## config.mk

```make
export PLATFORM = sky130hd
export DESIGN_NAME = alu_arbiter_flat
export DESIGN_NICKNAME = d
export VERILOG_FILES = /design/src/rtl/alu_arbiter_if.sv /design/src/rtl/alu_arbiter.sv /design/src/flat_wrapper.sv
export SDC_FILE = /design/constraint.sdc
export NUM_CORES = 1
export LEC_CHECK = 0
export CAP_MARGIN = 20
export CELL_PAD_IN_SITES_DETAIL_PLACEMENT = 1
export CELL_PAD_IN_SITES_GLOBAL_PLACEMENT = 2
export CORE_MARGIN = 2
export CORE_UTILIZATION = 25
export DETAILED_ROUTE_END_ITERATION = 6
export MAX_ROUTING_LAYER = met4
export PLACE_DENSITY_LB_ADDON = 0.2
export SLEW_MARGIN = 25
export SYNTH_ARGS = -nofsm -noshare
export SYNTH_HDL_FRONTEND = slang
export SYNTH_SLANG_ARGS = --single-unit
```

## constraint.sdc

```tcl
create_clock -name clk -period 7.6 [get_ports clk]
set_input_delay 1.9 -clock clk [delete_from_list [all_inputs] [get_ports clk]]
set_output_delay 1.9 -clock clk [all_outputs]
set_load 0.01 [all_outputs]
```

## src/rtl/alu_arbiter_if.sv

```systemverilog
// ---------------------------------------------------------------------------
// alu_arbiter_if
//
// Purpose:
//   Bundles every request, ALU-drive and response signal of alu_arbiter.
//   The clock and reset stay outside the bundle as plain module ports.
//
// Modports:
//   slave  - the arbiter. It receives the requests and alu_s, and drives the
//            ready signals, the ALU operands, the responses, busy and
//            dbg_state.
//   master - the environment. It holds both requesters, the ALU and the
//            response sinks.
//
// Handshake rule:
//   A transfer happens on a rising edge where valid and ready are both high.
//   A source that raises valid holds it, and holds its payload stable, until
//   that transfer happens. ready may depend combinationally on valid.
//   This rule applies to req0/req1 (valid in, ready out) and to rsp0/rsp1
//   (valid out, ready in).
//
// Signals:
//   req{0,1}_valid/ready   request handshake per requester
//   req{0,1}_a/_b [31:0]   operands
//   req{0,1}_cfg [11:0]    {c_0, Const_Var, shift_direction,
//                           Function_class[1:0], Logic_function[1:0],
//                           Const_amount[4:0]}
//   alu_a/_b [31:0]        operands driven to the shared ALU
//   alu_cfg [11:0]         ALU control, with the same packing as req*_cfg
//   alu_s [31:0]           ALU result, a combinational function of alu_*
//   rsp{0,1}_valid/ready   response handshake per requester
//   rsp_data [31:0]        the shared result register
//   busy                   high whenever the arbiter is not idle
//   dbg_state [1:0]        the current FSM state, for observation
// ---------------------------------------------------------------------------
interface alu_arbiter_if;
    logic        req0_valid;
    logic        req1_valid;
    logic        req0_ready;
    logic        req1_ready;
    logic [31:0] req0_a;
    logic [31:0] req0_b;
    logic [31:0] req1_a;
    logic [31:0] req1_b;
    logic [11:0] req0_cfg;
    logic [11:0] req1_cfg;
    logic [31:0] alu_a;
    logic [31:0] alu_b;
    logic [11:0] alu_cfg;
    logic [31:0] alu_s;
    logic        rsp0_valid;
    logic        rsp1_valid;
    logic        rsp0_ready;
    logic        rsp1_ready;
    logic [31:0] rsp_data;
    logic        busy;
    logic [1:0]  dbg_state;

    modport slave (
        input  req0_valid, req1_valid, req0_a, req0_b, req1_a, req1_b,
        input  req0_cfg, req1_cfg, alu_s, rsp0_ready, rsp1_ready,
        output req0_ready, req1_ready, alu_a, alu_b, alu_cfg,
        output rsp0_valid, rsp1_valid, rsp_data, busy, dbg_state
    );

    modport master (
        output req0_valid, req1_valid, req0_a, req0_b, req1_a, req1_b,
        output req0_cfg, req1_cfg, alu_s, rsp0_ready, rsp1_ready,
        input  req0_ready, req1_ready, alu_a, alu_b, alu_cfg,
        input  rsp0_valid, rsp1_valid, rsp_data, busy, dbg_state
    );
endinterface

```

## src/rtl/alu_arbiter.sv

```systemverilog
// ---------------------------------------------------------------------------
// alu_arbiter
//
// Purpose:
//   Shares one combinational 32-bit ALU between two requesters.
//   Only one operation is in flight at a time. Each operation passes through
//   three states:
//     IDLE - accept one request and latch its operands into the ALU-drive
//            registers.
//     EXEC - wait one cycle for alu_s to settle, then capture it.
//     RESP - present the result to the granted requester until it is taken.
//   The block performs no arithmetic itself: rsp_data is alu_s copied
//   bit-for-bit.
//
// Ports:
//   clk  - the single clock; all state updates on its rising edge.
//   rst  - asynchronous, active-high reset. It aborts any operation in
//          flight, and the aborted result is never presented.
//   bus  - alu_arbiter_if.slave, carrying the requests, ALU drive, responses,
//          busy and dbg_state.
//
// Configuration:
//   ALU_ARB_FIXED_PRIO_EN
//     Defined:   requester 0 always wins contention.
//     Undefined: round-robin. When both requesters are valid, the one not
//                served last is granted. After reset, requester 0 wins the
//                first contention.
// ---------------------------------------------------------------------------
module alu_arbiter (
    input logic         clk,
    input logic         rst,
    alu_arbiter_if.slave bus
);

    typedef enum logic [1:0] {
        IDLE = 2'd0,
        EXEC = 2'd1,
        RESP = 2'd2
    } state_e;

    state_e      state_q, state_d;
    logic        grant_q, grant_d;            // requester owning the op in flight
    logic        last_grant_q, last_grant_d;  // requester whose response completed last
    logic [31:0] alu_a_q, alu_a_d;
    logic [31:0] alu_b_q, alu_b_d;
    logic [11:0] alu_cfg_q, alu_cfg_d;
    logic [31:0] rsp_data_q, rsp_data_d;
    logic        rsp0_valid_q, rsp0_valid_d;
    logic        rsp1_valid_q, rsp1_valid_d;
    logic        busy_q, busy_d;

    logic        any_valid;
    logic        grant_sel;   // requester that would be granted this cycle
    logic        rsp_ack;     // the granted requester takes its result

    always_comb begin
        any_valid = bus.req0_valid | bus.req1_valid;

`ifdef ALU_ARB_FIXED_PRIO_EN
        // Requester 1 wins only when requester 0 is not asking.
        grant_sel = ~bus.req0_valid;
`else
        // Under contention, grant the requester not served last.
        // A lone requester always wins.
        if (bus.req0_valid && bus.req1_valid) begin
            grant_sel = ~last_grant_q;
        end else begin
            grant_sel = bus.req1_valid;
        end
`endif

        // Only the granted requester's ready counts.
        rsp_ack = grant_q ? bus.rsp1_ready : bus.rsp0_ready;

        state_d      = state_q;
        grant_d      = grant_q;
        last_grant_d = last_grant_q;
        alu_a_d      = alu_a_q;
        alu_b_d      = alu_b_q;
        alu_cfg_d    = alu_cfg_q;
        rsp_data_d   = rsp_data_q;
        rsp0_valid_d = rsp0_valid_q;
        rsp1_valid_d = rsp1_valid_q;

        case (state_q)
            IDLE: begin
                if (any_valid) begin
                    grant_d   = grant_sel;
                    alu_a_d   = grant_sel ? bus.req1_a   : bus.req0_a;
                    alu_b_d   = grant_sel ? bus.req1_b   : bus.req0_b;
                    alu_cfg_d = grant_sel ? bus.req1_cfg : bus.req0_cfg;
                    state_d   = EXEC;
                end
            end
            EXEC: begin
                // The ALU has had one full cycle to settle on alu_a/b/cfg.
                rsp_data_d   = bus.alu_s;
                rsp0_valid_d = ~grant_q;
                rsp1_valid_d = grant_q;
                state_d      = RESP;
            end
            RESP: begin
                if (rsp_ack) begin
                    rsp0_valid_d = 1'b0;
                    rsp1_valid_d = 1'b0;
                    last_grant_d = grant_q;
                    state_d      = IDLE;
                end
            end
            default: begin
                state_d = IDLE;
            end
        endcase

        busy_d = (state_d != IDLE);
    end

    always_ff @(posedge clk or posedge rst) begin
        if (rst) begin
            state_q      <= IDLE;
            grant_q      <= 1'b0;
            last_grant_q <= 1'b1;
            alu_a_q      <= 32'd0;
            alu_b_q      <= 32'd0;
            alu_cfg_q    <= 12'd0;
            rsp_data_q   <= 32'd0;
            rsp0_valid_q <= 1'b0;
            rsp1_valid_q <= 1'b0;
            busy_q       <= 1'b0;
        end else begin
            state_q      <= state_d;
            grant_q      <= grant_d;
            last_grant_q <= last_grant_d;
            alu_a_q      <= alu_a_d;
            alu_b_q      <= alu_b_d;
            alu_cfg_q    <= alu_cfg_d;
            rsp_data_q   <= rsp_data_d;
            rsp0_valid_q <= rsp0_valid_d;
            rsp1_valid_q <= rsp1_valid_d;
            busy_q       <= busy_d;
        end
    end

    // Ready is combinational in IDLE and is forced low while rst is held.
    // Forcing it low keeps an acceptance from being signalled that the
    // held-in-reset registers would not take.
    assign bus.req0_ready = (state_q == IDLE) && !rst && bus.req0_valid && !grant_sel;
    assign bus.req1_ready = (state_q == IDLE) && !rst && bus.req1_valid &&  grant_sel;

    assign bus.alu_a      = alu_a_q;
    assign bus.alu_b      = alu_b_q;
    assign bus.alu_cfg    = alu_cfg_q;
    assign bus.rsp_data   = rsp_data_q;
    assign bus.rsp0_valid = rsp0_valid_q;
    assign bus.rsp1_valid = rsp1_valid_q;
    assign bus.busy       = busy_q;
    assign bus.dbg_state  = state_q;

endmodule
```

## src/flat_wrapper.sv

```systemverilog
// flat-port wrapper written by rule: the top's interface ports become plain ports
module alu_arbiter_flat 
  (clk, rst, bus_req0_valid, bus_req1_valid, bus_req0_a, bus_req0_b, bus_req1_a, bus_req1_b, bus_req0_cfg, bus_req1_cfg, bus_alu_s, bus_rsp0_ready, bus_rsp1_ready, bus_req0_ready, bus_req1_ready, bus_alu_a, bus_alu_b, bus_alu_cfg, bus_rsp0_valid, bus_rsp1_valid, bus_rsp_data, bus_busy, bus_dbg_state);
  alu_arbiter_if bus_i ();
  input logic clk;
  input logic rst;
  input wire logic [$bits(bus_i.req0_valid)-1:0] bus_req0_valid;
  input wire logic [$bits(bus_i.req1_valid)-1:0] bus_req1_valid;
  input wire logic [$bits(bus_i.req0_a)-1:0] bus_req0_a;
  input wire logic [$bits(bus_i.req0_b)-1:0] bus_req0_b;
  input wire logic [$bits(bus_i.req1_a)-1:0] bus_req1_a;
  input wire logic [$bits(bus_i.req1_b)-1:0] bus_req1_b;
  input wire logic [$bits(bus_i.req0_cfg)-1:0] bus_req0_cfg;
  input wire logic [$bits(bus_i.req1_cfg)-1:0] bus_req1_cfg;
  input wire logic [$bits(bus_i.alu_s)-1:0] bus_alu_s;
  input wire logic [$bits(bus_i.rsp0_ready)-1:0] bus_rsp0_ready;
  input wire logic [$bits(bus_i.rsp1_ready)-1:0] bus_rsp1_ready;
  output wire logic [$bits(bus_i.req0_ready)-1:0] bus_req0_ready;
  output wire logic [$bits(bus_i.req1_ready)-1:0] bus_req1_ready;
  output wire logic [$bits(bus_i.alu_a)-1:0] bus_alu_a;
  output wire logic [$bits(bus_i.alu_b)-1:0] bus_alu_b;
  output wire logic [$bits(bus_i.alu_cfg)-1:0] bus_alu_cfg;
  output wire logic [$bits(bus_i.rsp0_valid)-1:0] bus_rsp0_valid;
  output wire logic [$bits(bus_i.rsp1_valid)-1:0] bus_rsp1_valid;
  output wire logic [$bits(bus_i.rsp_data)-1:0] bus_rsp_data;
  output wire logic [$bits(bus_i.busy)-1:0] bus_busy;
  output wire logic [$bits(bus_i.dbg_state)-1:0] bus_dbg_state;
  assign bus_i.req0_valid = bus_req0_valid;
  assign bus_i.req1_valid = bus_req1_valid;
  assign bus_i.req0_a = bus_req0_a;
  assign bus_i.req0_b = bus_req0_b;
  assign bus_i.req1_a = bus_req1_a;
  assign bus_i.req1_b = bus_req1_b;
  assign bus_i.req0_cfg = bus_req0_cfg;
  assign bus_i.req1_cfg = bus_req1_cfg;
  assign bus_i.alu_s = bus_alu_s;
  assign bus_i.rsp0_ready = bus_rsp0_ready;
  assign bus_i.rsp1_ready = bus_rsp1_ready;
  assign bus_req0_ready = bus_i.req0_ready;
  assign bus_req1_ready = bus_i.req1_ready;
  assign bus_alu_a = bus_i.alu_a;
  assign bus_alu_b = bus_i.alu_b;
  assign bus_alu_cfg = bus_i.alu_cfg;
  assign bus_rsp0_valid = bus_i.rsp0_valid;
  assign bus_rsp1_valid = bus_i.rsp1_valid;
  assign bus_rsp_data = bus_i.rsp_data;
  assign bus_busy = bus_i.busy;
  assign bus_dbg_state = bus_i.dbg_state;
  alu_arbiter u_core (.clk(clk), .rst(rst), .bus(bus_i));
endmodule
```

==> flow_summary.html <==
<table>
<tr><th>Metric</th><th>Value</th></tr>
<tr><th colspan="2">Power</th></tr>
<tr><td>VDD IR max</td><td>roughly 0.21 mV</td></tr>
<tr><td>Leakage power</td><td>3.69 nW</td></tr>
<tr><td>Areal power density over the cells</td><td>just under 400 mW/mm2</td></tr>
<tr><th colspan="2">Die</th></tr>
<tr><td>Starting Density</td><td>0.253</td></tr>
<tr><td>DIE WIDTH</td><td>about 150 um</td></tr>
<tr><td>Die area</td><td>0.0224 mm2</td></tr>
<tr><td>Vertical die dimension</td><td>150 um</td></tr>
<tr><td>Cell Rows</td><td>53</td></tr>
<tr><td>IO Pins</td><td>305</td></tr>
<tr><td>Total core area</td><td>about 0.021 mm2</td></tr>
<tr><th colspan="2">Placed design</th></tr>
<tr><td>Worst Setup Slack post-DPL</td><td>2.35 ns</td></tr>
<tr><td>DP Cell Count</td><td>910</td></tr>
<tr><td>Weighted congestion at the end of routability-driven global placement</td><td>roughly 0.7</td></tr>
<tr><td>I/O Buffers</td><td>approximately 300</td></tr>
<tr><td>Final HPWL DP</td><td>12.4 mm</td></tr>
<tr><th colspan="2">Yosys</th></tr>
<tr><td>Most frequently used flop master after synthesis</td><td>sky130_fd_sc_hd__dfrtp_1</td></tr>
<tr><td>Area contributors post-synth</td><td>sky130_fd_sc_hd__dfrtp_1 54%, sky130_fd_sc_hd__mux2_2 36%, sky130_fd_sc_hd__mux2_4 4.0%, sky130_fd_sc_hd__buf_2 1.5%, sky130_fd_sc_hd__buf_6 0.64%</td></tr>
<tr><td>Mean post-synth cell area</td><td>roughly 15 um2</td></tr>
<tr><td>Share of the synthesized area in the top cell type</td><td>0.537</td></tr>
<tr><td>Top cells by instance count after synthesis</td><td>170 x sky130_fd_sc_hd__mux2_2, 114 x sky130_fd_sc_hd__dfrtp_1, 16 x sky130_fd_sc_hd__buf_2</td></tr>
<tr><td>Post-synthesis cell area</td><td>roughly 0.0053 mm2</td></tr>
<tr><td>Seq cells post-synth</td><td>around 120</td></tr>
<tr><td>Top cell type by total area after synthesis</td><td>sky130_fd_sc_hd__dfrtp_1</td></tr>
<tr><td>EDFF count, synth</td><td>0</td></tr>
<tr><td>Number of warnings issued by yosys</td><td>0</td></tr>
<tr><td>Syn Nets</td><td>between 500 and 600</td></tr>
<tr><td>Gate count after technology mapping</td><td>350</td></tr>
<tr><td>Async set or reset register ratio after synthesis</td><td>1.00</td></tr>
<tr><td>Distinct cell type count of the synthesized netlist</td><td>25</td></tr>
<tr><td>Count leader, synth</td><td>sky130_fd_sc_hd__mux2_2</td></tr>
<tr><td>Sequential-to-total area share from yosys stat</td><td>0.542</td></tr>
<tr><th colspan="2">Setup path</th></tr>
<tr><td>CP Data Arrival Time</td><td>approximately 3.4 ns</td></tr>
<tr><td>Critical path type</td><td>input port to primary output</td></tr>
<tr><td>Highest net fanout along the worst path</td><td>2</td></tr>
<tr><td>Kind of end point of the critical path</td><td>primary output</td></tr>
<tr><td>Required time worst endpoint</td><td>between 5 and 6 ns</td></tr>
<tr><td>Critical register-to-register path startpoint</td><td>u_core.bus.dbg_state[1]$_DFF_PP0_</td></tr>
<tr><td>Critical Path Source</td><td>rst</td></tr>
<tr><td>Critical path startpoint category</td><td>input port</td></tr>
<tr><th colspan="2">Global route</th></tr>
<tr><td>Largest net degree at the start of global routing</td><td>75</td></tr>
<tr><td>GRT Residual Overflow</td><td>0</td></tr>
<tr><td>Initial antenna violation count</td><td>0</td></tr>
<tr><td>Global-route wire length before repair</td><td>around 25 mm</td></tr>
<tr><td>Overall track demand over capacity in global routing</td><td>0.151</td></tr>
<tr><td>Number of global-route vias before repair</td><td>between 4000 and 5000</td></tr>
<tr><th colspan="2">Finish</th></tr>
<tr><td>Ratio of cells with drive above 1 in the final layout</td><td>0.335</td></tr>
<tr><td>Post-layout nets</td><td>approximately 840</td></tr>
<tr><td>Area taken by flip-flops and latches</td><td>between 0.002 and 0.003 mm2</td></tr>
<tr><td>Area occupied by multi-input gates</td><td>between 0.002 and 0.0025 mm2</td></tr>
<tr><td>Synth-to-Final Area Change</td><td>73.3%</td></tr>
<tr><td>Final standard cell count with taps included and fillers excluded</td><td>between 900 and 1000</td></tr>
<tr><td>Diode insertion count for antenna repair</td><td>0</td></tr>
<tr><td>Fill cell count</td><td>~2200</td></tr>
<tr><th colspan="2">Clock network</th></tr>
<tr><td>Hold buffers post-CTS</td><td>0</td></tr>
<tr><td>Clk Latency, worst-skew pair</td><td>between 0.4 and 0.5 ns</td></tr>
<tr><td>Total number of H-tree levels</td><td>4</td></tr>
<tr><td>Max Buffers Root-to-Sink</td><td>2</td></tr>
<tr><td>Clock tree from TritonCTS</td><td>yes</td></tr>
<tr><td>PostCTS Resize Cnt</td><td>0</td></tr>
<tr><td>Cell chosen for the clock root</td><td>sky130_fd_sc_hd__clkbuf_16</td></tr>
<tr><td>Number of clock sinks seen by CTS</td><td>115</td></tr>
<tr><td>Setup Fix Bufs, Post-CTS</td><td>0</td></tr>
<tr><td>Clock-pin slew reported for the worst setup and hold paths after clock tree synthesis</td><td>about 0.05 ns</td></tr>
<tr><td>TritonCTS buffer count</td><td>17</td></tr>
<tr><th colspan="2">Outcome</th></tr>
<tr><td>Result of the run</td><td>finished, final reports clean</td></tr>
<tr><th colspan="2">Min path</th></tr>
<tr><td>Start point of the worst hold path</td><td>u_core.bus.alu_b[19]$_DFFE_PP0P_</td></tr>
<tr><td>Hold/Removal Path Class</td><td>register to register</td></tr>
<tr><th colspan="2">Timing</th></tr>
<tr><td>PnR worst setup slack</td><td>between 2 and 2.5 ns</td></tr>
<tr><td>RSZ-0062 raised after global routing</td><td>no</td></tr>
<tr><td>Max-slew violation count</td><td>0</td></tr>
<tr><td>Relative max-transition margin</td><td>0.344</td></tr>
<tr><td>Period minus WS final</td><td>~5.3 ns</td></tr>
<tr><td>Portion of the clock cycle consumed by the worst path in the final layout</td><td>0.695</td></tr>
<tr><td>Achievable clock frequency</td><td>189 MHz</td></tr>
<tr><td>Setup-failing EPs final</td><td>0</td></tr>
<tr><td>Largest clock skew in the final design</td><td>between 0.01 and 0.015 ns</td></tr>
<tr><td>Total Neg Setup Slack</td><td>0 ns</td></tr>
<tr><td>Endpoints failing hold</td><td>0</td></tr>
<tr><td>Worst-margin pin slew</td><td>0.984 ns</td></tr>
<tr><th colspan="2">Run</th></tr>
<tr><td>Number of maximum-capacitance violations</td><td>0</td></tr>
<tr><th colspan="2">Route</th></tr>
<tr><td>Aggregate routed wire length</td><td>16.4 mm</td></tr>
<tr><td>DRC</td><td>0</td></tr>
<tr><td>Number of nets with antenna violations after routing</td><td>0</td></tr>
<tr><td>Initial DRC count</td><td>96</td></tr>
<tr><td>Vias after detailed routing</td><td>roughly 4100</td></tr>
<tr><td>Per-cell via count in the routed design</td><td>between 4 and 5</td></tr>
<tr><td>Routed wire length per instance</td><td>between 15 and 20 um</td></tr>
<tr><td>Number of search-and-repair iterations in the first detailed-routing pass</td><td>3</td></tr>
</table>
-- critical path: stages --
cell and delay [ns]:
sky130_fd_sc_hd__clkdlybuf4s50_1 0.48, sky130_fd_sc_hd__nor3_1 0.25, sky130_fd_sc_hd__and3_1 0.22, sky130_fd_sc_hd__clkdlybuf4s50_1 0.54
-- report_power, final --
group | switching (mW) | internal [mW]
registers | 0.177 | 0.935
clock network | 0.281 | 0.522
logic | 0.616 | 1.04
total | 1.07 | 2.50
-- metal layers --
metal	global-route usage	wire length, um	vias up
li1	-	-	1870
met5	-	0	-
met2	0.248	8100	186
met3	0.0610	1720	19
met1	0.167	6310	1983
met4	0.0524	291	0
-- path summary, 6_finish.rpt --
kind	end	slack [ns]	depth (start not counted)
setup / recovery	bus_req0_ready	2.32	4
hold / removal	u_core.bus.alu_b[19]$_DFFE_PP0P_	0.50	1
setup reg to reg	u_core.bus.alu_b[22]$_DFFE_PP0P_	5.16	5
hold reg to reg	u_core.bus.alu_b[19]$_DFFE_PP0P_	0.50	1
max in group asynchronous	u_core.grant_q$_DFFE_PP0P_	4.27	3
min in group asynchronous	u_core.bus.alu_a[12]$_DFFE_PP0P_	1.98	2
-- logic make-up after synthesis --
kind of cell	count (synthesis)	share of synthesized area
buffers and inverters	26	0.0273
and+or+nand+nor	12	0.0130
AOI/OAI and AO/OA	12	0.0151
muxes	185	0.402
DFF	115	0.542
-- metrics by stage --
step                hold WS [ns]  power, mW  utilization  instance area, um2
floorplan                  0.509       1.91            -                5310
finish                     0.504       3.57        0.439                9200
CTS                        0.508       3.65        0.439                9200
global route               0.520       3.80        0.439                9200
detailed placement         0.495       2.82        0.411                8600
global placement           0.489       2.77        0.411                8600
-- cell type report --
class / instances / share of cell area
clock buffers: 22 / 0.0537
multi-input cells: 209 / 0.249
flip-flops and latches: 115 / 0.313
repair buffers: 308 / 0.334
clock inverters: 8 / 0.0110
well taps: 275 / 0.0374
inverters: 3 / 0.00163
-- flip-flops by register name (all words and copies together), names as in the netlist --
signal / flops
u_core.bus.alu_a: 32
u_core.bus.alu_b: 32
u_core.bus.alu_cfg: 12
u_core.bus.busy: 1
u_core.bus.dbg_state: 2
u_core.bus.rsp0_valid: 1
u_core.bus.rsp1_valid: 1
u_core.bus.rsp_data: 32
u_core.grant_q: 1
u_core.last_grant_q: 1
-- placed cells by master (no fill, tap or decap), types with 4 or more instances in the layout --
cell type,n
sky130_fd_sc_hd__dfrtp_1,114
sky130_fd_sc_hd__mux2_2,170
sky130_fd_sc_hd__mux2_4,14
sky130_fd_sc_hd__a21oi_1,5
sky130_fd_sc_hd__clkbuf_16,17
sky130_fd_sc_hd__clkdlybuf4s50_1,304
sky130_fd_sc_hd__clkbuf_8,5
sky130_fd_sc_hd__buf_4,4
Power figures use the tool's default switching activity.
